**src/rtl/hawk_pkg.sv**
```systemverilog
// Shared definitions for the HAWK pedestrian-call unit: FSM state codes and
// default timing parameters.
package hawk_pkg;

   typedef enum logic [1:0] {
      IDLE    = 2'd0,
      REQ     = 2'd1,
      SERVE   = 2'd2,
      LOCKOUT = 2'd3
   } state_e;

   localparam int DEB_CYCLES_DEF     = 4;
   localparam int LOCKOUT_CYCLES_DEF = 8;

endpackage

```
**src/rtl/hawk_debounce.sv**
```systemverilog
// Two-flop synchronizer plus level debouncer for the raw crosswalk button;
// emits a one-cycle pulse on each accepted rising level.
module hawk_debounce #(
   parameter int DEB_CYCLES = 4
) (
   input  logic clk,
   input  logic rst_n,
   input  logic BTN,
   output logic deb_lvl,
   output logic press_evt
);

   localparam int CW = $clog2(DEB_CYCLES + 1);

   logic          sync1_q, btn_s_q;
   logic          lvl_q, lvl_d;
   logic          lvl_dly_q;
   logic [CW-1:0] cnt_q, cnt_d;

   // A level change is accepted on the edge after the counter has seen
   // DEB_CYCLES mismatching samples, i.e. DEB_CYCLES+1 in a row.
   always_comb begin
      lvl_d = lvl_q;
      cnt_d = '0;
      if (btn_s_q != lvl_q) begin
         if (cnt_q == CW'(DEB_CYCLES)) begin
            lvl_d = ~lvl_q;
         end else begin
            cnt_d = cnt_q + 1'b1;
         end
      end
   end

   always_ff @(posedge clk or negedge rst_n) begin
      if (!rst_n) begin
         sync1_q   <= 1'b0;
         btn_s_q   <= 1'b0;
         lvl_q     <= 1'b0;
         lvl_dly_q <= 1'b0;
         cnt_q     <= '0;
      end else begin
         sync1_q   <= BTN;
         btn_s_q   <= sync1_q;
         lvl_q     <= lvl_d;
         lvl_dly_q <= lvl_q;
         cnt_q     <= cnt_d;
      end
   end

   assign deb_lvl   = lvl_q;
   assign press_evt = lvl_q & ~lvl_dly_q;

endmodule

```
**src/rtl/hawk_ped_request.sv**
```systemverilog
// Pedestrian call unit: latches a debounced press, holds YP until the
// controller walks, then enforces a post-crossing lockout before the next call.
module hawk_ped_request
   import hawk_pkg::*;
#(
   parameter int DEB_CYCLES     = DEB_CYCLES_DEF,
   parameter int LOCKOUT_CYCLES = LOCKOUT_CYCLES_DEF
) (
   input  logic       clk,
   input  logic       rst_n,
   input  logic       BTN,
   input  logic       W,
   input  logic       DNW,
   output logic       YP,
   output logic       ACK_LAMP,
   output logic [1:0] present_state
);

   localparam int LW = $clog2(LOCKOUT_CYCLES + 1);

   state_e        state_q, state_d;
   logic          pend_q, pend_d;
   logic [LW-1:0] lock_q, lock_d;
   logic          deb_lvl, press_evt, press;

   hawk_debounce #(
      .DEB_CYCLES (DEB_CYCLES)
   ) u_debounce (
      .clk       (clk),
      .rst_n     (rst_n),
      .BTN       (BTN),
      .deb_lvl   (deb_lvl),
      .press_evt (press_evt)
   );

   assign press = press_evt & deb_lvl;

   always_comb begin
      state_d = state_q;
      pend_d  = pend_q;
      lock_d  = lock_q;
      case (state_q)
         IDLE: begin
            if (press) state_d = REQ;
         end
         REQ: begin
            if (W) state_d = SERVE;
         end
         SERVE: begin
            if (press) pend_d = 1'b1;
            if (!W && DNW) begin
               state_d = LOCKOUT;
               lock_d  = LW'(LOCKOUT_CYCLES - 1);
            end
         end
         LOCKOUT: begin
            // A press landing on the final lockout cycle still counts.
            if (lock_q == '0) begin
               pend_d  = 1'b0;
               state_d = (pend_q || press) ? REQ : IDLE;
            end else begin
               lock_d = lock_q - 1'b1;
               if (press) pend_d = 1'b1;
            end
         end
         default: state_d = IDLE;
      endcase
   end

   always_ff @(posedge clk or negedge rst_n) begin
      if (!rst_n) begin
         state_q <= IDLE;
         pend_q  <= 1'b0;
         lock_q  <= '0;
      end else begin
         state_q <= state_d;
         pend_q  <= pend_d;
         lock_q  <= lock_d;
      end
   end

   assign YP            = (state_q == REQ);
   assign ACK_LAMP      = (state_q == REQ) || pend_q;
   assign present_state = state_q;

endmodule

```
**config.mk**
```make
export PLATFORM = sky130hd
export DESIGN_NAME = hawk_ped_request
export DESIGN_NICKNAME = d
export VERILOG_FILES = /design/src/rtl/hawk_pkg.sv /design/src/rtl/hawk_debounce.sv /design/src/rtl/hawk_ped_request.sv
export SDC_FILE = /design/constraint.sdc
export NUM_CORES = 1
export LEC_CHECK = 0
export ABC_AREA = 1
export CAP_MARGIN = 20
export CORE_MARGIN = 4
export CORE_UTILIZATION = 55
export CTS_CLUSTER_DIAMETER = 200
export DETAILED_ROUTE_END_ITERATION = 7
export HOLD_SLACK_MARGIN = 0.12
export PLACE_DENSITY_LB_ADDON = 0.05
export SYNTH_ARGS = -nofsm -noshare
export SYNTH_HDL_FRONTEND = slang
export SYNTH_SLANG_ARGS = --single-unit
```
**constraint.sdc**
```tcl
create_clock -name clk -period 2.3 [get_ports clk]
set_clock_uncertainty 0.15 [all_clocks]
set_input_delay 0.23 -clock clk [delete_from_list [all_inputs] [get_ports clk]]
set_output_delay 0.23 -clock clk [all_outputs]
set_load 0.02 [all_outputs]
```
==> results.json <==
{
  "outcome": "complete, no violations",
  "cts_root_buf": "clkbuf_4",
  "ys_ff_latch": 14,
  "netlist.area_leader.share_pct": 45.2,
  "r2r-start": "present_state[0]$_DFFE_PN0P_",
  "coreArea_sq_mm": 0.00132,
  "initial_core_util_pct": 58.8,
  "drt_first_pass_iters": 4,
  "tightestPinTransition_ps": 599,
  "max_freq_mhz": 478,
  "avgSynthCellArea_sq_um": 8.70,
  "synthesis.nets": 102,
  "final_util_pct": 69.0,
  "grt_pass1_wl_um": 2300,
  "post-route-period-util_pct": 90.9,
  "finalSetupViolations": 0,
  "design_area_sq_um": 910,
  "first_iter_violations": 10,
  "swShare_pct": 42.0,
  "end_kind": "output pin",
  "vias_per_cell": 5.00,
  "boundaryPins": 9,
  "cts_buffers": 3,
  "crit_slowest_cell": "clkdlybuf4s50_1",
  "use_met1_pct": 19.0,
  "stdcell_count": 116,
  "die_height_um": 45.5,
  "ant_nets": 0,
  "syn_inst": 89,
  "synth_top_area_cell": "dfrtp_1",
  "synth.distinct_cells": 18,
  "min-delay-path-class": "input port to asynchronous set/reset pin",
  "required_ps": 1920,
  "cp_cell_sequence": "inv_1 -> ha_1 -> inv_1 -> nand2_1 -> clkdlybuf4s50_1",
  "p_switching_w": 0.000522,
  "p_per_area_mw_per_mm2": 1370,
  "power_frac_seq_pct": 34.4,
  "clk_path_buf_depth": 2,
  "clk_pin_slew_ps": 90,
  "p_leak_nw": 0.492,
  "rsz0062_at_grt": "no",
  "path_buf_inv": 3,
  "hold_viol": 0,
  "clock_power_share_pct": 13.7,
  "synth_area_leaders": "dfrtp_1 45%, ha_1 13%, nand2_1 11%",
  "tritoncts": "done",
  "antenna_found_initial": 0,
  "ys.flop_type": "dfrtp_1",
  "path_class": "register to output pin",
  "ir_worst_vdd_uv": 803,
  "num_antenna_cells": 0,
  "clock-sinks": 14,
  "drc_errors": 0,
  "critical_path.startpoint_type": "register",
  "worst-endpoint-arrival_ps": 1710,
  "clock_latency_ps": 280,
  "cts_max_level": 1,
  "place_congestion": 0.792,
  "yosysWarnings": 0,
  "critPathLaunch": "present_state[1]$_DFFE_PN0P_",
  "fillers": 104,
  "synth_edf_count": 0,
  "grt_max_degree": 15,
  "wl_per_cell_um": 10.7,
  "busiest_layer": "met2",
  "cp_max_fo": 7,
  "drive_gt1_share_pct": 7.92,
  "async_flop_share_pct": 100,
  "rows": 13,
  "post_dp_cell_area_sq_um": 873,
  "seq_area_sq_um": 350,
  "cts-resized-gates": 0,
  "syn-cell-area_sq_um": 774,
  "routed_wl_um": 1240,
  "fin_ws_ps": 210,
  "max_slew_margin_pct": 60.0,
  "r2r_cells": 6,
  "dr_total_vias": 580,
  "cts_hold_buf": 0,
  "use_met3_pct": 5.93,
  "finalMaxSlewViolations": 0,
  "first_global_vias": 563,
  "fin_crit_ps": 2090,
  "crit_family": "buffers and inverters",
  "met2_usage_pct": 26.5,
  "p_int_w": 0.000722,
  "overflow": 0,
  "path_depth": 5,
  "seq_area_frac_synth_pct": 45.2,
  "die_w_um": 45.5,
  "cp_common_cell": "inv_1",
  "critPathMaxStageDelay_ps": 590,
  "dp_cells": 112,
  "grtUsageTotal_pct": 15.8,
  "postCtsSetupRepairBufs": 0,
  "finalSetupTns_ps": 0,
  "die_area_sq_mm": 0.00207,
  "nNetsFinal": 115,
  "portBuffers": 8,
  "area_growth_pct": 17.4,
  "dp_hpwl_um": 1040,
  "p_comb_share_pct": 51.9,
  "maxCapViolations": 0,
  "preCtsSetupSlack_ps": 491,
  "multi_input_area_sq_um": 364
}
through the flow:
| stage | hold WS [ps] | power (W) |
|---|---|---|
| floorplan | -216 | 0.000899 |
| global placement | 191 | 0.00106 |
| detailed placement | 197 | 0.00109 |
| CTS | 188 | 0.00126 |
| global route | 199 | 0.00138 |
| finish | 173 | 0.00124 |
power groups by stage:
stage               Clock, W  Sequential (W)  Combinational, W
floorplan                  0        0.000438          0.000461
finish              0.000170        0.000429          0.000646
global route        0.000191        0.000444          0.000749
global placement           0        0.000427          0.000635
CTS                 0.000177        0.000429          0.000656
detailed placement         0        0.000434          0.000653
cell families after synthesis:
family / Yosys count / synth area share [%]
AO/OA/AOI/OAI: 8 / 6.30
XOR/XNOR: 3 / 3.39
adder cells (fa/ha/maj): 8 / 12.9
buffers and inverters: 16 / 7.75
flip-flops: 14 / 45.2
multiplexers: 1 / 1.45
AND/OR/NAND/NOR: 39 / 22.9
worst paths after layout:
| path | to | slack, ps |
|---|---|---|
| max | ACK_LAMP | 210 |
| min | lock_q[3]$_DFFE_PN0P_ | 170 |
| max reg2reg | lock_q[0]$_DFFE_PN0P_ | 770 |
| min reg2reg | u_debounce.btn_s_q$_DFF_PN0_ | 210 |
| max in group asynchronous | present_state[0]$_DFFE_PN0P_ | 1430 |
| min in group clk | u_debounce.btn_s_q$_DFF_PN0_ | 210 |
placed cells by master, fill, tap and decap left out, types with 2 or more instances in the layout:
| cell | count |
|---|---|
| clkdlybuf4s50_1 | 8 |
| nor2_1 | 6 |
| ha_1 | 8 |
| nand3_1 | 6 |
| inv_1 | 16 |
| o21ai_1 | 4 |
| xor2_1 | 2 |
| nand2_1 | 23 |
| clkbuf_4 | 3 |
| dfrtp_1 | 14 |
flip-flops by register name, summed over array words and instances (netlist names):
name,cells
u_debounce.lvl_dly_q,1
lock_q,4
u_debounce.sync1_q,1
present_state,2
pend_q,1
u_debounce.deb_lvl,1
u_debounce.cnt_q,3
u_debounce.btn_s_q,1
cell usage after synthesis, types with 2 or more instances:
library cell / count
nand2_1: 23
inv_1: 16
dfrtp_1: 14
ha_1: 8
nand3_1: 6
nor2_1: 6
o21ai_1: 4
xor2_1: 2
per-layer routing:
metal | vias to the layer above | wire, um | share of wire (%)
met4 | 0 | 6 | 0.48
met2 | 9 | 648 | 52
li1 | 305 | - | -
met3 | 2 | 50 | 4.0
met1 | 264 | 533 | 43
met5 | - | 0 | 0
worst reg2reg max path, stage by stage, from the launching register on:
cell and delay (ps):
dfrtp_1 460, inv_1 110, ha_1 250, or2_4 260
nand3_4 120, nand2_1 60, o21ai_1 70
cell type report:
class                           count  area share, %
Inverter                           16           6.60
Timing Repair Buffer                8           8.80
Sequential cell                    14           38.5
Tap cell                           15           2.06
Multi-Input combinational cell     59           40.0
Clock buffer                        4           3.99
Power figures use the tool's default switching activity.
